`src/rtl/usbf_dma_pkg.sv`:
```
// Shared types and defaults for the USB function DMA arbiter.
// Holds the arbiter state encoding, default endpoint count and burst length,
// and the fixed field widths used by the arbiter and its round-robin picker.
package usbf_dma_pkg;

  localparam int unsigned NUM_EP_DEF    = 16;
  localparam int unsigned BURST_MAX_DEF = 16;
  localparam int unsigned EP_MAX        = 16;  // widest endpoint vector supported
  localparam int unsigned EP_W          = 4;   // width of an encoded endpoint number
  localparam int unsigned CNT_W         = 8;   // width of the per-grant word counter

  typedef enum logic [1:0] {
    ST_IDLE    = 2'd0,
    ST_GRANT   = 2'd1,
    ST_RELEASE = 2'd2
  } state_t;

endpackage

```
`src/rtl/usbf_rr_pick.sv`:
```
// Round-robin selector: finds the first set request bit searching upward
// from last+1 and wrapping at NUM_EP.
// Ports:
//   req   - request vector, one bit per endpoint
//   last  - endpoint granted most recently (lowest priority on this search)
//   idx   - encoded index of the chosen endpoint (0 when none)
//   valid - at least one request bit is set
module usbf_rr_pick
  import usbf_dma_pkg::*;
#(
  parameter int unsigned NUM_EP = NUM_EP_DEF
) (
  input  logic [NUM_EP-1:0] req,
  input  logic [EP_W-1:0]   last,
  output logic [EP_W-1:0]   idx,
  output logic              valid
);

  localparam int unsigned CW = EP_W + 1;

  logic [EP_MAX-1:0] req_ext;
  logic [CW-1:0]     cand;

  // Walk last+1 .. last+NUM_EP modulo NUM_EP; the first hit wins.
  always_comb begin
    req_ext = EP_MAX'(req);
    cand    = '0;
    idx     = '0;
    valid   = 1'b0;
    for (int i = 1; i <= int'(NUM_EP); i++) begin
      cand = CW'(last) + CW'(i);
      if (cand >= CW'(NUM_EP)) begin
        cand = cand - CW'(NUM_EP);
      end
      if (!valid && req_ext[cand[EP_W-1:0]]) begin
        valid = 1'b1;
        idx   = cand[EP_W-1:0];
      end
    end
  end

endmodule

```
`src/rtl/usbf_dma_arb.sv`:
```
// DMA arbiter for the USB function core: grants the system DMA controller to
// one endpoint register file at a time, round-robin, with a burst limit.
// Ports:
//   clk, rst     - clock and asynchronous active-high reset
//   ep_dma_req   - per-endpoint DMA request
//   ep_dma_ack   - per-endpoint word acknowledge (dma_ack steered to the grantee)
//   dma_req      - request to the DMA controller, high for the whole grant
//   dma_ep       - encoded granted endpoint, qualified by dma_req
//   dma_ack      - one-cycle pulse per word moved by the DMA controller
//   dma_ack_err  - pulses when dma_ack arrives with no grant active
module usbf_dma_arb
  import usbf_dma_pkg::*;
#(
  parameter int unsigned NUM_EP    = NUM_EP_DEF,
  parameter int unsigned BURST_MAX = BURST_MAX_DEF
) (
  input  logic              clk,
  input  logic              rst,
  input  logic [NUM_EP-1:0] ep_dma_req,
  output logic [NUM_EP-1:0] ep_dma_ack,
  output logic              dma_req,
  output logic [EP_W-1:0]   dma_ep,
  input  logic              dma_ack,
  output logic              dma_ack_err
);

  localparam int unsigned CW1 = CNT_W + 1;

  state_t            state;
  state_t            state_next;
  logic [EP_W-1:0]   sel;
  logic [EP_W-1:0]   last;
  logic [CNT_W-1:0]  cnt;
  logic [EP_W-1:0]   pick_idx;
  logic              pick_valid;
  logic [EP_MAX-1:0] req_ext;
  logic [EP_MAX-1:0] ack_vec;
  logic              req_sel;
  logic              burst_done;

  usbf_rr_pick #(
    .NUM_EP (NUM_EP)
  ) u_pick (
    .req   (ep_dma_req),
    .last  (last),
    .idx   (pick_idx),
    .valid (pick_valid)
  );

  // Grantee's own request and burst-limit detection for this cycle's ack.
  always_comb begin
    req_ext    = EP_MAX'(ep_dma_req);
    req_sel    = req_ext[sel];
    burst_done = dma_ack && ((CW1'(cnt) + CW1'(1)) >= CW1'(BURST_MAX));
  end

  // State register.
  always_ff @(posedge clk or posedge rst) begin
    if (rst) begin
      state <= ST_IDLE;
    end else begin
      state <= state_next;
    end
  end

  // Next-state logic.
  always_comb begin
    state_next = state;
    case (state)
      ST_IDLE:    if (pick_valid) state_next = ST_GRANT;
      ST_GRANT:   if (!req_sel || burst_done) state_next = ST_RELEASE;
      ST_RELEASE: state_next = ST_IDLE;
      default:    state_next = ST_IDLE;
    endcase
  end

  // Grant bookkeeping and the registered dma_req.
  always_ff @(posedge clk or posedge rst) begin
    if (rst) begin
      sel     <= '0;
      last    <= EP_W'(NUM_EP - 1);
      cnt     <= '0;
      dma_req <= 1'b0;
    end else begin
      dma_req <= (state_next == ST_GRANT);
      case (state)
        ST_IDLE: begin
          if (pick_valid) begin
            sel <= pick_idx;
            cnt <= '0;
          end
        end
        ST_GRANT: begin
          // Saturate rather than wrap.
          if (dma_ack && (cnt < CNT_W'(BURST_MAX))) begin
            cnt <= cnt + CNT_W'(1);
          end
        end
        ST_RELEASE: last <= sel;
        default: ;
      endcase
    end
  end

  assign dma_ep = sel;

  // Zero-latency ack steering; a stray ack outside a grant is flagged instead.
  always_comb begin
    ack_vec     = '0;
    dma_ack_err = 1'b0;
    if (!rst) begin
      if (state == ST_GRANT) begin
        ack_vec[sel] = dma_ack;
      end else begin
        dma_ack_err = dma_ack;
      end
    end
    ep_dma_ack = NUM_EP'(ack_vec);
  end

endmodule

```
`config.mk`:
```
export PLATFORM = sky130hd
export DESIGN_NAME = usbf_dma_arb
export DESIGN_NICKNAME = d
export VERILOG_FILES = /design/src/rtl/usbf_dma_pkg.sv /design/src/rtl/usbf_rr_pick.sv /design/src/rtl/usbf_dma_arb.sv
export SDC_FILE = /design/constraint.sdc
export NUM_CORES = 1
export LEC_CHECK = 0
export BUFFER_PORTS_ARGS = -buffer_cell sky130_fd_sc_hd__buf_2
export CAP_MARGIN = 10
export CORE_ASPECT_RATIO = 1.2
export CORE_MARGIN = 3
export CORE_UTILIZATION = 60
export CTS_CLUSTER_DIAMETER = 50
export DETAILED_ROUTE_END_ITERATION = 10
export HOLD_SLACK_MARGIN = 0.03
export PLACE_DENSITY = 0.82
export SYNTH_ARGS = -nofsm -noshare
export SYNTH_HDL_FRONTEND = slang
export SYNTH_HIERARCHICAL = 1
export SYNTH_SLANG_ARGS = --single-unit
```
`constraint.sdc`:
```
create_clock -name clk -period 5.9 [get_ports clk]
set_input_delay 0 -clock clk [delete_from_list [all_inputs] [get_ports clk]]
set_output_delay 0 -clock clk [all_outputs]
set_load 0.01 [all_outputs]
```
==> impl_metrics.toml <==
[drt]
drtPass1Iterations = 5
first_iter_violations = 365
vias_per_cell = 7.49
wl_per_cell_um = 22.1
routed-via-count = 3437
drc_errors = 0
wirelength_um = 10200
ant_nets = 0

[logic_synthesis]
synth_cells = 368
async_flop_share_pct = 100
syn_nets = 397
ys_ff_latch = 19
ys_seq_area_share_pct = 13.8
syn_area_per_cell_um2 = 9.49
synth_ff_type = "dfrtp_1"
syn_area_um2 = 3490
synth.distinct_cells = 69
synth.yosys.warnings = 6
synth-edff-count = 0

[grt]
grt_pass1_wl_um = 16200
grt.total_usage_pct = 31.5
grt_overflow_total = 0
grt_start_max_net_pins = 29
grt_pass1_vias = 3234
antenna_found_initial = 0

[run]
cap_violations = 0

[die]
rows = 29
die_w_um = 75.6
dieArea_um2 = 6780
coreArea_um2 = 5440
initial_core_util_pct = 64.2
chipHeight_um = 89.6
io_pins = 41

[timing]
tightest_slew_ns = 0.946
setup_violations = 0
skew_ns = 0.00291
tns_ns = 0
max_freq_ghz = 0.217
period_share_pct = 78.1
slew_headroom_pct = 36.8
period_minus_slack_ns = 4.61
rsz0062_at_grt = "false"
report.final.slew_viol_count = 0
finalHoldViolations = 0

[final_layout]
n_fill_cell = 400
syn2layout_area_growth_pct = 7.09
nets = 427
layout-drive-gt1-share_pct = 24.4
diodes = 0

[worst_setup_path]
arrival_ns = 4.76
crit_fanout = 28
setup.worst_path.class = "register to register"
endpoint_kind = "register"
reg2reg_from = "last[2]"
cp.required_ns = 6.05
cp-start-kind = "register"
crit_start = "last[2]"

[clock_network]
cts_sinks = 19
clockBufferDepth = 2
clock_latency_ns = 0.25
cts-resized-gates = 0
h-tree-depth = 1
cts-root-buf = "clkbuf_8"
cts-buffers-inserted = 3
tritoncts = "done"
cts_setup_buffers = 0
cts_hold_buffers = 1
clk_pin_slew_worst_paths_ns = 0.07

[placement]
dp_hpwl_um = 7440
numPortBuffers = 40
gp_congestion = 0.999

[hold_path]
hold_path.class = "primary input to register"
worstHoldStart = "dma_ack"

[outcome]
outcome = "complete, no violations"
layout make-up:
type	instances	area (µm²)	area share [%]
timing repair buffer	44	233	6.22
tap	62	77.6	2.07
inverter	16	60.1	1.61
multi-input combinational	314	2840	76.0
sequential	19	480	12.8
clock buffer	4	45.0	1.20
worst paths after layout:
check,slack (ns),end,cells after the start
max in group asynchronous,5.04,dma_ep[3],3
hold reg to reg,0.53,cnt[6],1
min in group asynchronous,0.41,cnt[5],3
hold / removal,0.12,state[1],3
setup reg to reg,1.29,cnt[2],12
setup / recovery,1.29,cnt[2],12
metal layers:
metal  GRT usage [%]  vias up  part of all wire (%)
li1                -     1496                     -
met1            41.3     1665                    38
met2            51.4      230                    48
met3            5.12       46                   9.7
met4            13.7        0                   4.2
met5               0        -                     0
registers in the layout, summed over array words and instances (netlist names):
signal and flops:
cnt 8, dma_ep 4, last 4, state 2, dma_req 1
cells in the final DEF, fill, tap and decap left out, types with 3 or more instances in the layout:
cell / netlist / final
dfrtp_1: 15 / 15
inv_1: 14 / 14
clkbuf_8: 0 / 3
mux2i_1: 22 / 22
nand3_1: 10 / 10
and3_1: 3 / 3
mux2_2: 18 / 18
a31oi_1: 4 / 4
xnor2_1: 8 / 8
nand2b_1: 12 / 12
mux2_1: 4 / 4
xor2_1: 4 / 4
a22oi_1: 3 / 3
nand4_1: 6 / 6
ha_1: 10 / 10
o211ai_1: 4 / 4
a21oi_1: 15 / 15
buf_2: 5 / 40
o221ai_1: 3 / 3
dfstp_2: 4 / 4
nand2_1: 29 / 29
o21ai_0: 13 / 13
mux4_1: 16 / 16
nor3_1: 11 / 11
and2_1: 6 / 6
nor2_1: 37 / 37
buf_4: 1 / 3
mux4_2: 21 / 21
or3_1: 5 / 5
a211oi_1: 3 / 3
o22ai_1: 3 / 3
nor3b_1: 4 / 4
cell families after synthesis:
kind of cell    Yosys count  synth area share [%]
mux                      82                  39.4
compound gates           72                  14.5
simple gates            138                  20.9
fa+ha+maj                10                  3.58
flops                    19                  13.8
buf+inv                  35                  4.80
xor+xnor                 12                  3.01
Yosys cell counts, types with 3 or more instances:
cell type  count  area (µm²)
nand2_1       29         109
xor2_1         4        35.0
mux4_2        21         473
nor3b_1        4        30.0
nand3_1       10        50.1
mux2i_1       22         220
dfstp_2        4         105
xnor2_1        8        70.1
nor2_1        37         139
o22ai_1        3        18.8
mux4_1        16         420
a31oi_1        4        25.0
inv_1         14        52.6
mux2_1         4        45.0
o221ai_1       3        26.3
and3_1         3        18.8
and2_1         6        37.5
buf_2          5        25.0
nand2b_1      12        75.1
a211oi_1       3        22.5
or3_1          5        31.3
ha_1          10         125
a22oi_1        3        22.5
dfrtp_1       15         375
nand4_1        6        37.5
clkbuf_1       9        33.8
nor3_1        11        55.1
o211ai_1       4        30.0
o21ai_0       13        65.1
a21oi_1       15        75.1
mux2_2        18         203
worst max-delay path, cell delays in order (launching register included):
cell and delay [ns]:
dfstp_2 0.91, inv_1 0.34, ha_1 0.33, a21boi_1 0.18, xnor2_1 0.50, mux4_2 0.43
nor3b_4 0.10, nand4_1 0.20, nand2b_1 0.20, or2_1 0.14, nor3b_1 0.77, mux2i_1 0.18
a21o_1 0.22
through the flow:
stage | area [µm²] | hold slack [ns] | utilization (%) | instances | setup slack, ns
floorplan | 3490 | -0.0518 | - | 368 | 1.06
global placement | 3680 | 0.146 | 67.7 | 454 | 1.45
detailed placement | 3680 | 0.155 | 67.7 | 454 | 1.42
CTS | 3740 | 0.0954 | 68.7 | 459 | 1.38
global route | 3740 | 0.101 | 68.7 | 459 | 0.958
finish | 3740 | 0.115 | 68.7 | 459 | 1.29
Power is not shown: default switching activity piles up to over one toggle a cycle in this logic, so the estimate is an artifact.
